$ cat src/rtl/vm_pkg.sv
// Shared types and default widths for the vending-machine credit path.
package vm_pkg;

  typedef enum logic [1:0] {
    COLLECT  = 2'd0,
    DISPENSE = 2'd1,
    REFUND   = 2'd2
  } vm_state_e;

  localparam int DEFAULT_WIDTH  = 8;
  localparam int DEFAULT_COIN_W = 3;

endpackage

$ cat src/rtl/adder_nbit.sv
// Ripple-carry adder built from single-bit full adder cells.
// Purely combinational; carry-out exposes overflow or no-borrow for subtraction.
module full_adder (
  input  logic a,
  input  logic b,
  input  logic cin,
  output logic sum,
  output logic cout
);
  assign sum  = a ^ b ^ cin;
  assign cout = (a & b) | (cin & (a ^ b));
endmodule

module adder_nbit #(
  parameter int WIDTH = 8
) (
  input  logic [WIDTH-1:0] a,
  input  logic [WIDTH-1:0] b,
  input  logic             cin,
  output logic [WIDTH-1:0] sum,
  output logic             cout
);
  logic [WIDTH:0] carry;

  assign carry[0] = cin;

  for (genvar i = 0; i < WIDTH; i++) begin : g_bit
    full_adder u_fa (
      .a    (a[i]),
      .b    (b[i]),
      .cin  (carry[i]),
      .sum  (sum[i]),
      .cout (carry[i+1])
    );
  end

  assign cout = carry[WIDTH];
endmodule

$ cat src/rtl/coin_accumulator.sv
// Saturating credit accumulator: sums coins, vends against a price, or refunds on cancel.
// Coin visible on o_sum one edge later; vend/change requests hold until i_ack.
module coin_accumulator
  import vm_pkg::*;
#(
  parameter int WIDTH  = DEFAULT_WIDTH,
  parameter int COIN_W = DEFAULT_COIN_W
) (
  input  logic              i_clk,
  input  logic              i_rst,
  input  logic              i_coin_valid,
  input  logic [COIN_W-1:0] i_coin,
  input  logic [WIDTH-1:0]  i_price,
  input  logic              i_cancel,
  input  logic              i_ack,
  output logic              o_coin_accept,
  output logic [WIDTH-1:0]  o_sum,
  output logic              o_vend,
  output logic [WIDTH-1:0]  o_change,
  output logic              o_change_valid,
  output logic              o_overflow
);

  vm_state_e        state_q, state_d;
  logic [WIDTH-1:0] sum_q, sum_d;
  logic [WIDTH-1:0] change_q, change_d;
  logic [WIDTH-1:0] price_q, price_d;
  logic             vend_q, vend_d;
  logic             change_valid_q, change_valid_d;
  logic             overflow_q, overflow_d;

  logic [WIDTH-1:0] coin_ext;
  logic [WIDTH-1:0] add_sum;
  logic             add_cout;
  logic [WIDTH-1:0] sat_sum;
  logic [WIDTH-1:0] cmp_price;
  logic [WIDTH-1:0] diff;
  logic             sum_ge_price;
  logic             coin_accept;
  logic [WIDTH-1:0] refund_amt;

  assign coin_ext = WIDTH'(i_coin);

  adder_nbit #(.WIDTH(WIDTH)) u_credit_add (
    .a    (sum_q),
    .b    (coin_ext),
    .cin  (1'b0),
    .sum  (add_sum),
    .cout (add_cout)
  );

  // While collecting, the live price drives the compare; afterwards the latched one.
  assign cmp_price = (state_q == COLLECT) ? i_price : price_q;

  adder_nbit #(.WIDTH(WIDTH)) u_change_sub (
    .a    (sum_q),
    .b    (~cmp_price),
    .cin  (1'b1),
    .sum  (diff),
    .cout (sum_ge_price)
  );

  assign sat_sum       = add_cout ? '1 : add_sum;
  assign coin_accept   = i_coin_valid && (state_q == COLLECT);
  assign o_coin_accept = coin_accept;
  assign refund_amt    = coin_accept ? sat_sum : sum_q;

  always_comb begin
    state_d        = state_q;
    sum_d          = sum_q;
    change_d       = change_q;
    price_d        = price_q;
    vend_d         = vend_q;
    change_valid_d = change_valid_q;
    overflow_d     = overflow_q;

    unique case (state_q)
      COLLECT: begin
        if (i_cancel) begin
          state_d        = REFUND;
          sum_d          = refund_amt;
          change_d       = refund_amt;
          change_valid_d = 1'b1;
          overflow_d     = overflow_q | (coin_accept & add_cout);
        end else if (coin_accept) begin
          // A coin wins over a price match; the match is re-tested on the new sum.
          sum_d      = sat_sum;
          overflow_d = overflow_q | add_cout;
        end else if ((i_price != '0) && sum_ge_price) begin
          state_d        = DISPENSE;
          price_d        = i_price;
          change_d       = diff;
          vend_d         = 1'b1;
          change_valid_d = 1'b1;
        end
      end
      DISPENSE, REFUND: begin
        if (i_ack) begin
          state_d        = COLLECT;
          sum_d          = '0;
          change_d       = '0;
          vend_d         = 1'b0;
          change_valid_d = 1'b0;
          overflow_d     = 1'b0;
        end
      end
      default: state_d = COLLECT;
    endcase
  end

  always_ff @(posedge i_clk or posedge i_rst) begin
    if (i_rst) begin
      state_q        <= COLLECT;
      sum_q          <= '0;
      change_q       <= '0;
      price_q        <= '0;
      vend_q         <= 1'b0;
      change_valid_q <= 1'b0;
      overflow_q     <= 1'b0;
    end else begin
      state_q        <= state_d;
      sum_q          <= sum_d;
      change_q       <= change_d;
      price_q        <= price_d;
      vend_q         <= vend_d;
      change_valid_q <= change_valid_d;
      overflow_q     <= overflow_d;
    end
  end

  assign o_sum          = sum_q;
  assign o_vend         = vend_q;
  assign o_change       = change_q;
  assign o_change_valid = change_valid_q;
  assign o_overflow     = overflow_q;

endmodule

$ cat config.mk
export PLATFORM = sky130hd
export DESIGN_NAME = coin_accumulator
export DESIGN_NICKNAME = d
export VERILOG_FILES = /design/src/rtl/vm_pkg.sv /design/src/rtl/adder_nbit.sv /design/src/rtl/coin_accumulator.sv
export SDC_FILE = /design/constraint.sdc
export NUM_CORES = 1
export LEC_CHECK = 0
export ABC_AREA = 1
export CAP_MARGIN = 25
export CORE_MARGIN = 8
export CORE_UTILIZATION = 49
export CTS_BUF_LIST = sky130_fd_sc_hd__clkbuf_4 sky130_fd_sc_hd__clkbuf_8
export DETAILED_ROUTE_END_ITERATION = 7
export GPL_TIMING_DRIVEN = 1
export PLACE_DENSITY = 0.75
export SLEW_MARGIN = 20
export SYNTH_ARGS = -nofsm -noshare
export SYNTH_HDL_FRONTEND = slang
export SYNTH_SLANG_ARGS = --single-unit
$ cat constraint.sdc
create_clock -name i_clk -period 5 [get_ports i_clk]
set_input_delay 1 -clock i_clk [delete_from_list [all_inputs] [get_ports i_clk]]
set_output_delay 1 -clock i_clk [all_outputs]
set_load 0.01 [all_outputs]
==> impl_results.md, run 1 <==
* Number of diodes at 0
* Critical path endpoint category: register
* # rows at 22
* Type of the worst min-delay path: register to register
* Layout cell share with drive strength beyond 1 at 8.42%
* Fin crit share at between 90% and 100%
* Layout Nets at ~320
* WL/cell at between 10 and 15 um
* Fin area at approximately 0.0024 sq mm
* Pwr Total at about 1.6 mW
* Via count at around 1,600
* YS warnings at 0
* Post-layout minimum cycle time at approximately 4.7 ns
* Cells after synthesis at approximately 250
* Synthesized area per cell at about 7.6 sq um
* Crit path launch type: input pin
* Most Frequent Cell on Critical Path: fa_1
* Clock skew at ~0.0044 ns
* DP HPWL at 3.18 mm
* Vias/cell at 4.89
* Drt first pass iters at 4
* GPL Wtd Cong at 0.841
* R2R cell count at 19
* Die width at between 70 and 80 um
* CTS clk-pin slew, worst paths at around 0.06 ns
* Placed Area at 0.00226 sq mm
* Post-CTS Setup Inserts at 0
* VDD IR max at about 340 uV
* TritonCTS clock tree: built
* Clock latency on the worst-skew pair at between 0.2 and 0.3 ns
* Num ports at 36
* Vias in the first global route at ~1,600
* Worst r2r dst: price_q[2]
* First-pass GRT wire length at roughly 7.3 mm
* Worst-Margin Slew at 0.594 ns
* Max cap viols at 0
* Total core area at about 0.0037 sq mm
* GRT overflow at 0
* Final setup violation count at 0
* Initial Utilization at ~52%
* Die footprint at between 0.006 and 0.007 sq mm
* Pins over their slew limit at 0
* Die Y at 78.6 um
* Largest net degree at the start of global routing at 30
* Power Density at around 660 mW/mm^2
* CTS Buffer Depth at 2
* Slew headroom at 60.4%
* TritonCTS Buffers at 5
* GRT Total Usage at 14.4%
* CP Cell Sequence: clkdlybuf4s50_1, inv_1, a21oi_1, ha_1, fa_1, fa_1, inv_1, fa_1, fa_1, inv_1, fa_1, fa_1, fa_2, nor2_1, nand2_1, buf_4, nand2_1, o21ai_0
* Adder-cell area share of the yosys netlist at approximately 14%
* Initial antenna violation count at 0
* Top cell type's share of synthesized area at about 38%
* Worst setup path end: price_q[2]
* WP data arrival at between 4 and 5 ns
* FF-to-FF setup slack at slightly below 0.7 ns
* FMAX at between 200 and 250 MHz
* CP max FO at 16
* CP max-delay cell: fa_1
* Worst reg2reg startpoint: state_q[0]
* Seq/Total Area, Yosys at 37.8%
* Hold Vio Cnt, Final at 0
* Compound-Gate Fraction of Synth Area at 10.6%
* Initial DRC count at 138
* Layout area overhead at 25.1%
* Routed Antenna Nets at 0
* Crit-path max cell delay at between 0.4 and 0.5 ns
* Mux cell area share after synthesis at 0%
* Clock Sinks at 29
* CTS root buf: clkbuf_8
* Leakage at about 1.2 nW
* Syn Nets at 286
* RSZ-0062 raised after global routing: false
* CP required at between 5 and 6 ns
* XOR/XNOR Fraction of Synth Area at 0%
* Largest family of logic cells by synthesized area: simple AND/OR/NAND/NOR gates
* Routed WL at 4.08 mm
* CTS H-tree lvls at 2
* Yosys cell types at 24
* Synth top area cells: dfrtp_1, nand2_1, fa_1, inv_1, nor2_1
* Crit path launch: i_price[0]
* # DRC at 0
* Input/output buffers at 35
* Crit path kind: input pin to register
* Syn Std Cell Area at approximately 0.0019 sq mm
* Area leader, netlist: dfrtp_1
* Simple-gate share of the synthesized area at between 20% and 30%
* Status: finished clean
* Yosys reg bits at 29
[Yosys cell counts]
master	n
o22ai_1	6
inv_2	1
buf_4	8
or2_4	1
nand2_2	1
nor2_2	1
a21oi_1	16
ha_1	7
o21ai_0	13
nand3_1	12
clkbuf_1	2
buf_6	1
and2_1	1
nor2_1	24
o21ai_2	1
inv_1	30
fa_1	9
nor3_1	1
inv_4	1
dfrtp_1	29
o21bai_2	1
nand2_1	82
buf_2	5
nand3b_1	1
[metal layers]
metal  routed length (um)  track usage [%]  vias to the layer above
li1                     -                -                      847
met1                 1880             18.2                      737
met2                 1880             22.6                       36
met3                  229             3.99                       10
met4                   97             6.30                        0
met5                    0                0                        -
[state kept, by name (all words and copies together), names as in the netlist]
| signal | cells |
|---|---|
| o_change | 8 |
| o_change_valid | 1 |
| o_overflow | 1 |
| o_sum | 8 |
| o_vend | 1 |
| price_q | 8 |
| state_q | 2 |
[layout by cell type, fill, tap and decap left out, drive strengths merged]
cell type,n
o21bai,1
buf,4
ha,7
clkbuf,5
clkinv,1
bufinv,2
or2,1
o22ai,6
nand3,12
fa,9
nand3b,1
and2,1
clkdlybuf4s50,35
nor3,1
a21oi,16
nand2,83
nor2,25
dfrtp,29
o21ai,14
inv,32
[where the power goes]
group	internal, mW	switching (mW)	leakage [nW]	total, mW
sequential	0.330	0.0543	0.374	0.384
clock	0.198	0.0928	0.0681	0.291
combinational	0.382	0.533	0.796	0.915
[per-stage QoR]
stage                     hold slack [ns]  util, %  cells  setup TNS (ns)  setup slack [ns]
after CTS                           0.475     64.3    333               0             0.110
after detailed placement            0.459     60.7    325           -2.21            -0.179
final                               0.473     64.6    333               0             0.264
after global routing                0.502     64.6    333               0            0.0487
after global placement              0.458     60.7    325           -1.12            -0.112
after floorplan                     0.442        -    254               0             0.359
[critical path, delay by kind of cell]
kind / cells / cell delay, ns
and+or+nand+nor: 3 / 0.27
AOI/OAI and AO/OA: 2 / 0.15
adders and majority gates: 8 / 2.65
buffers and inverters: 5 / 0.82
[final cells by class]
class / count / area, sq um
fillers: 317 / 1310
multi-input cells: 177 / 980
flip-flops and latches: 29 / 726
repair buffers: 39 / 380
inverters: 32 / 123
clock buffers: 5 / 68.8
clock inverters: 3 / 65.1
well taps: 48 / 60.1
[cells by family (layout without fill, tap and decap cells)]
group,Yosys count,count (layout)
AO/OA/AOI/OAI,37,37
flip-flops,29,29
buffers and inverters,48,79
adder cells (fa/ha/maj),16,16
AND/OR/NAND/NOR,124,124
[worst min-delay path by stage]
| stage | depth (start not counted) | start | end | slack (ns) |
|---|---|---|---|---|
| global placement | 2 | state_q[1] | state_q[1] | 0.46 |
| detailed placement | 2 | state_q[1] | state_q[1] | 0.46 |
| floorplan | 2 | state_q[0] | state_q[0] | 0.44 |
| CTS | 2 | state_q[1] | state_q[1] | 0.48 |
| global route | 2 | o_change[2] | o_change[2] | 0.50 |
| finish | 2 | state_q[1] | state_q[1] | 0.47 |
[repair_timing]
| action | CTS | global route |
|---|---|---|
| hold buffers | 0 | 0 |
| resized for setup | 0 | 5 |
| endpoints found under the setup margin | 0 | 11 |
Power figures use the tool's default switching activity.
==> inputs of run 2 (changes only) <==
--- a/config.mk
+++ b/config.mk
@@ -13,6 +13,7 @@
 export DETAILED_ROUTE_END_ITERATION = 7
 export GPL_TIMING_DRIVEN = 1
 export PLACE_DENSITY = 0.75
+export SETUP_SLACK_MARGIN = 0.2
 export SLEW_MARGIN = 20
 export SYNTH_ARGS = -nofsm -noshare
 export SYNTH_HDL_FRONTEND = slang
==> run 2 against run 1 <==
Effect of this change:
- hold slack barely moved
- highest routed layer unchanged
- register-to-register slack improved by 0.15 ns
- count of clock-buffer cells in the layout did not move
- critical endpoint unchanged
- sequential cell count did not move
- core utilization rose by 0.57 points
- clock skew rose by 0.00085 ns
==> impl_results.md, run 2 (synthesized netlist as in run 1, its figures left out) <==
* CTS H-tree lvls at 2 (unchanged)
* Largest net degree at the start of global routing at 30 (unchanged)
* FMAX at 218 MHz (was 211 MHz)
* Drt first pass iters at 4 (unchanged)
* Routed WL at 4.14 mm (was 4.08 mm)
* Status: finished clean (unchanged)
* First-pass GRT wire length at 7.40 mm (was 7.34 mm)
* CTS Buffer Depth at 2 (unchanged)
* Layout area overhead at 26.2% (was 25.1%)
* WL/cell at 12.4 um (was 12.3 um)
* Slew headroom at 60.4% (about the same)
* Die Y at 78.6 um (unchanged)
* Worst-Margin Slew at 0.594 ns (about the same)
* Hold Vio Cnt, Final at 0 (unchanged)
* Num ports at 36 (unchanged)
* Vias in the first global route at 1,646 (was 1,635)
* CP required at 5.19 ns (was 5.16 ns)
* Type of the worst min-delay path: register to register (unchanged)
* Post-CTS Setup Inserts at 0 (unchanged)
* Commonest non-fill, non-tap cell in the layout: nand2_1 (unchanged)
* Vias/cell at 4.92 (was 4.89)
* Input/output buffers at 35 (unchanged)
* RSZ-0062 raised after global routing: false (unchanged)
* Setup TNS at 0 ns (unchanged)
* GRT overflow at 0 (unchanged)
* Routed Antenna Nets at 0 (unchanged)
* Post-layout minimum cycle time at 4.59 ns (was 4.74 ns)
* TritonCTS clock tree: built (unchanged)
* Fin crit share at 91.7% (was 94.7%)
* Initial antenna violation count at 0 (unchanged)
* Max cap viols at 0 (unchanged)
* Final setup violation count at 0 (unchanged)
* CP max FO at 16 (unchanged)
* CTS clk-pin slew, worst paths at 0.06 ns (about the same)
* Total core area at 0.00372 sq mm (unchanged)
* VDD IR max at 347 uV (was 337 uV)
* Die width at 78.6 um (unchanged)
* Hold Buf Count CTS at 0 (unchanged)
* Via count at 1,640 (was 1,630)
* Number of diodes at 0 (unchanged)
* # rows at 22 (unchanged)
* CTS root buf: clkbuf_8 (unchanged)
* Clock Sinks at 29 (unchanged)
* Layout Nets at 316 (unchanged)
* # DRC at 0 (unchanged)
* Power Density at 667 mW/mm^2 (was 662 mW/mm^2)
* DP HPWL at 3.18 mm (unchanged)
* Critical path endpoint category: register (unchanged)
* Crit path kind: input pin to register (unchanged)
* Die footprint at 0.00618 sq mm (unchanged)
* WP data arrival at 4.78 ns (was 4.89 ns)
* Clock skew at 0.00529 ns (was 0.00444 ns)
* GPL Wtd Cong at 0.841 (unchanged)
* Layout cell share with drive strength beyond 1 at 10.2% (was 8.42%)
* Initial Utilization at 51.7% (unchanged)
* FF-to-FF setup slack at 0.84 ns (was 0.69 ns)
* Placed Area at 0.00226 sq mm (unchanged)
* Initial DRC count at 144 (was 138)
* GRT Total Usage at 14.6% (was 14.4%)
* TritonCTS Buffers at 5 (unchanged)
* Most frequent cells in the layout: nand2_1, clkdlybuf4s50_1, inv_1, dfrtp_1, nor2_1 (unchanged)
* Fin area at 0.00242 sq mm (was 0.00240 sq mm)
* Pins over their slew limit at 0 (unchanged)
* Crit path launch type: input pin (unchanged)
* Clock latency on the worst-skew pair at 0.28 ns (about the same)
* Leakage at 1.24 nW (about the same)
run 2: area by class of cell:
class                           instances  area (sq um)
Inverter                               32           123
Timing Repair Buffer                   39           384
Clock inverter                          3          65.1
Fill cell                             315          1290
Tap cell                               48          60.1
Clock buffer                            5          68.8
Sequential cell                        29           726
Multi-Input combinational cell        177           997
run 2: metal layers:
| metal | wire (um) | global-route usage (%) |
|---|---|---|
| met3 | 190 | 3.99 |
| met1 | 1930 | 18.3 |
| met2 | 1920 | 22.9 |
| met4 | 95 | 6.30 |
| met5 | 0 | 0 |
run 2: stage by stage:
step / util, % / cells / power [mW] / setup WS (ns) / hold slack (ns)
floorplan: - / 254 / 1.06 / 0.359 / 0.442
global placement: 60.7 / 325 / 1.28 / -0.112 / 0.458
detailed placement: 60.7 / 325 / 1.30 / -0.179 / 0.459
CTS: 64.8 / 333 / 1.61 / 0.245 / 0.475
global route: 65.2 / 333 / 1.80 / 0.216 / 0.502
finish: 65.2 / 333 / 1.62 / 0.415 / 0.473
run 2: what timing repair did:
| action | in CTS | in global routing |
|---|---|---|
| gates cloned | 0 | 0 |
| setup endpoints to repair | 10 | 16 |
| pin swaps | 1 | 2 |
| resized for setup | 6 | 6 |
run 2: worst max-delay path, cell delays in order:
cell and delay [ns]:
clkdlybuf4s50_1 0.42, inv_1 0.08, a21oi_1 0.07, ha_1 0.23, fa_2 0.36, fa_1 0.40
inv_1 0.09, fa_2 0.22, fa_1 0.17, inv_1 0.06, fa_2 0.36, fa_2 0.37
fa_2 0.38, nor2_2 0.15, nand2_1 0.06, buf_4 0.18, o21ai_0 0.18
run 2: worst paths after layout:
kind | cells past startpoint | startpoint | endpoint
min | 2 | state_q[1] | state_q[1]
max | 17 | i_price[0] | price_q[2]
min in group asynchronous | 2 | i_rst | o_vend
min reg2reg | 2 | state_q[1] | state_q[1]
max reg2reg | 18 | state_q[0] | price_q[2]
max in group asynchronous | 2 | i_rst | o_change_valid
run 2: report_power, final:
| part | internal (mW) | switching (mW) | total [mW] |
|---|---|---|---|
| sequential | 0.330 | 0.0541 | 0.384 |
| combinational | 0.396 | 0.547 | 0.943 |
| clock | 0.198 | 0.0926 | 0.290 |
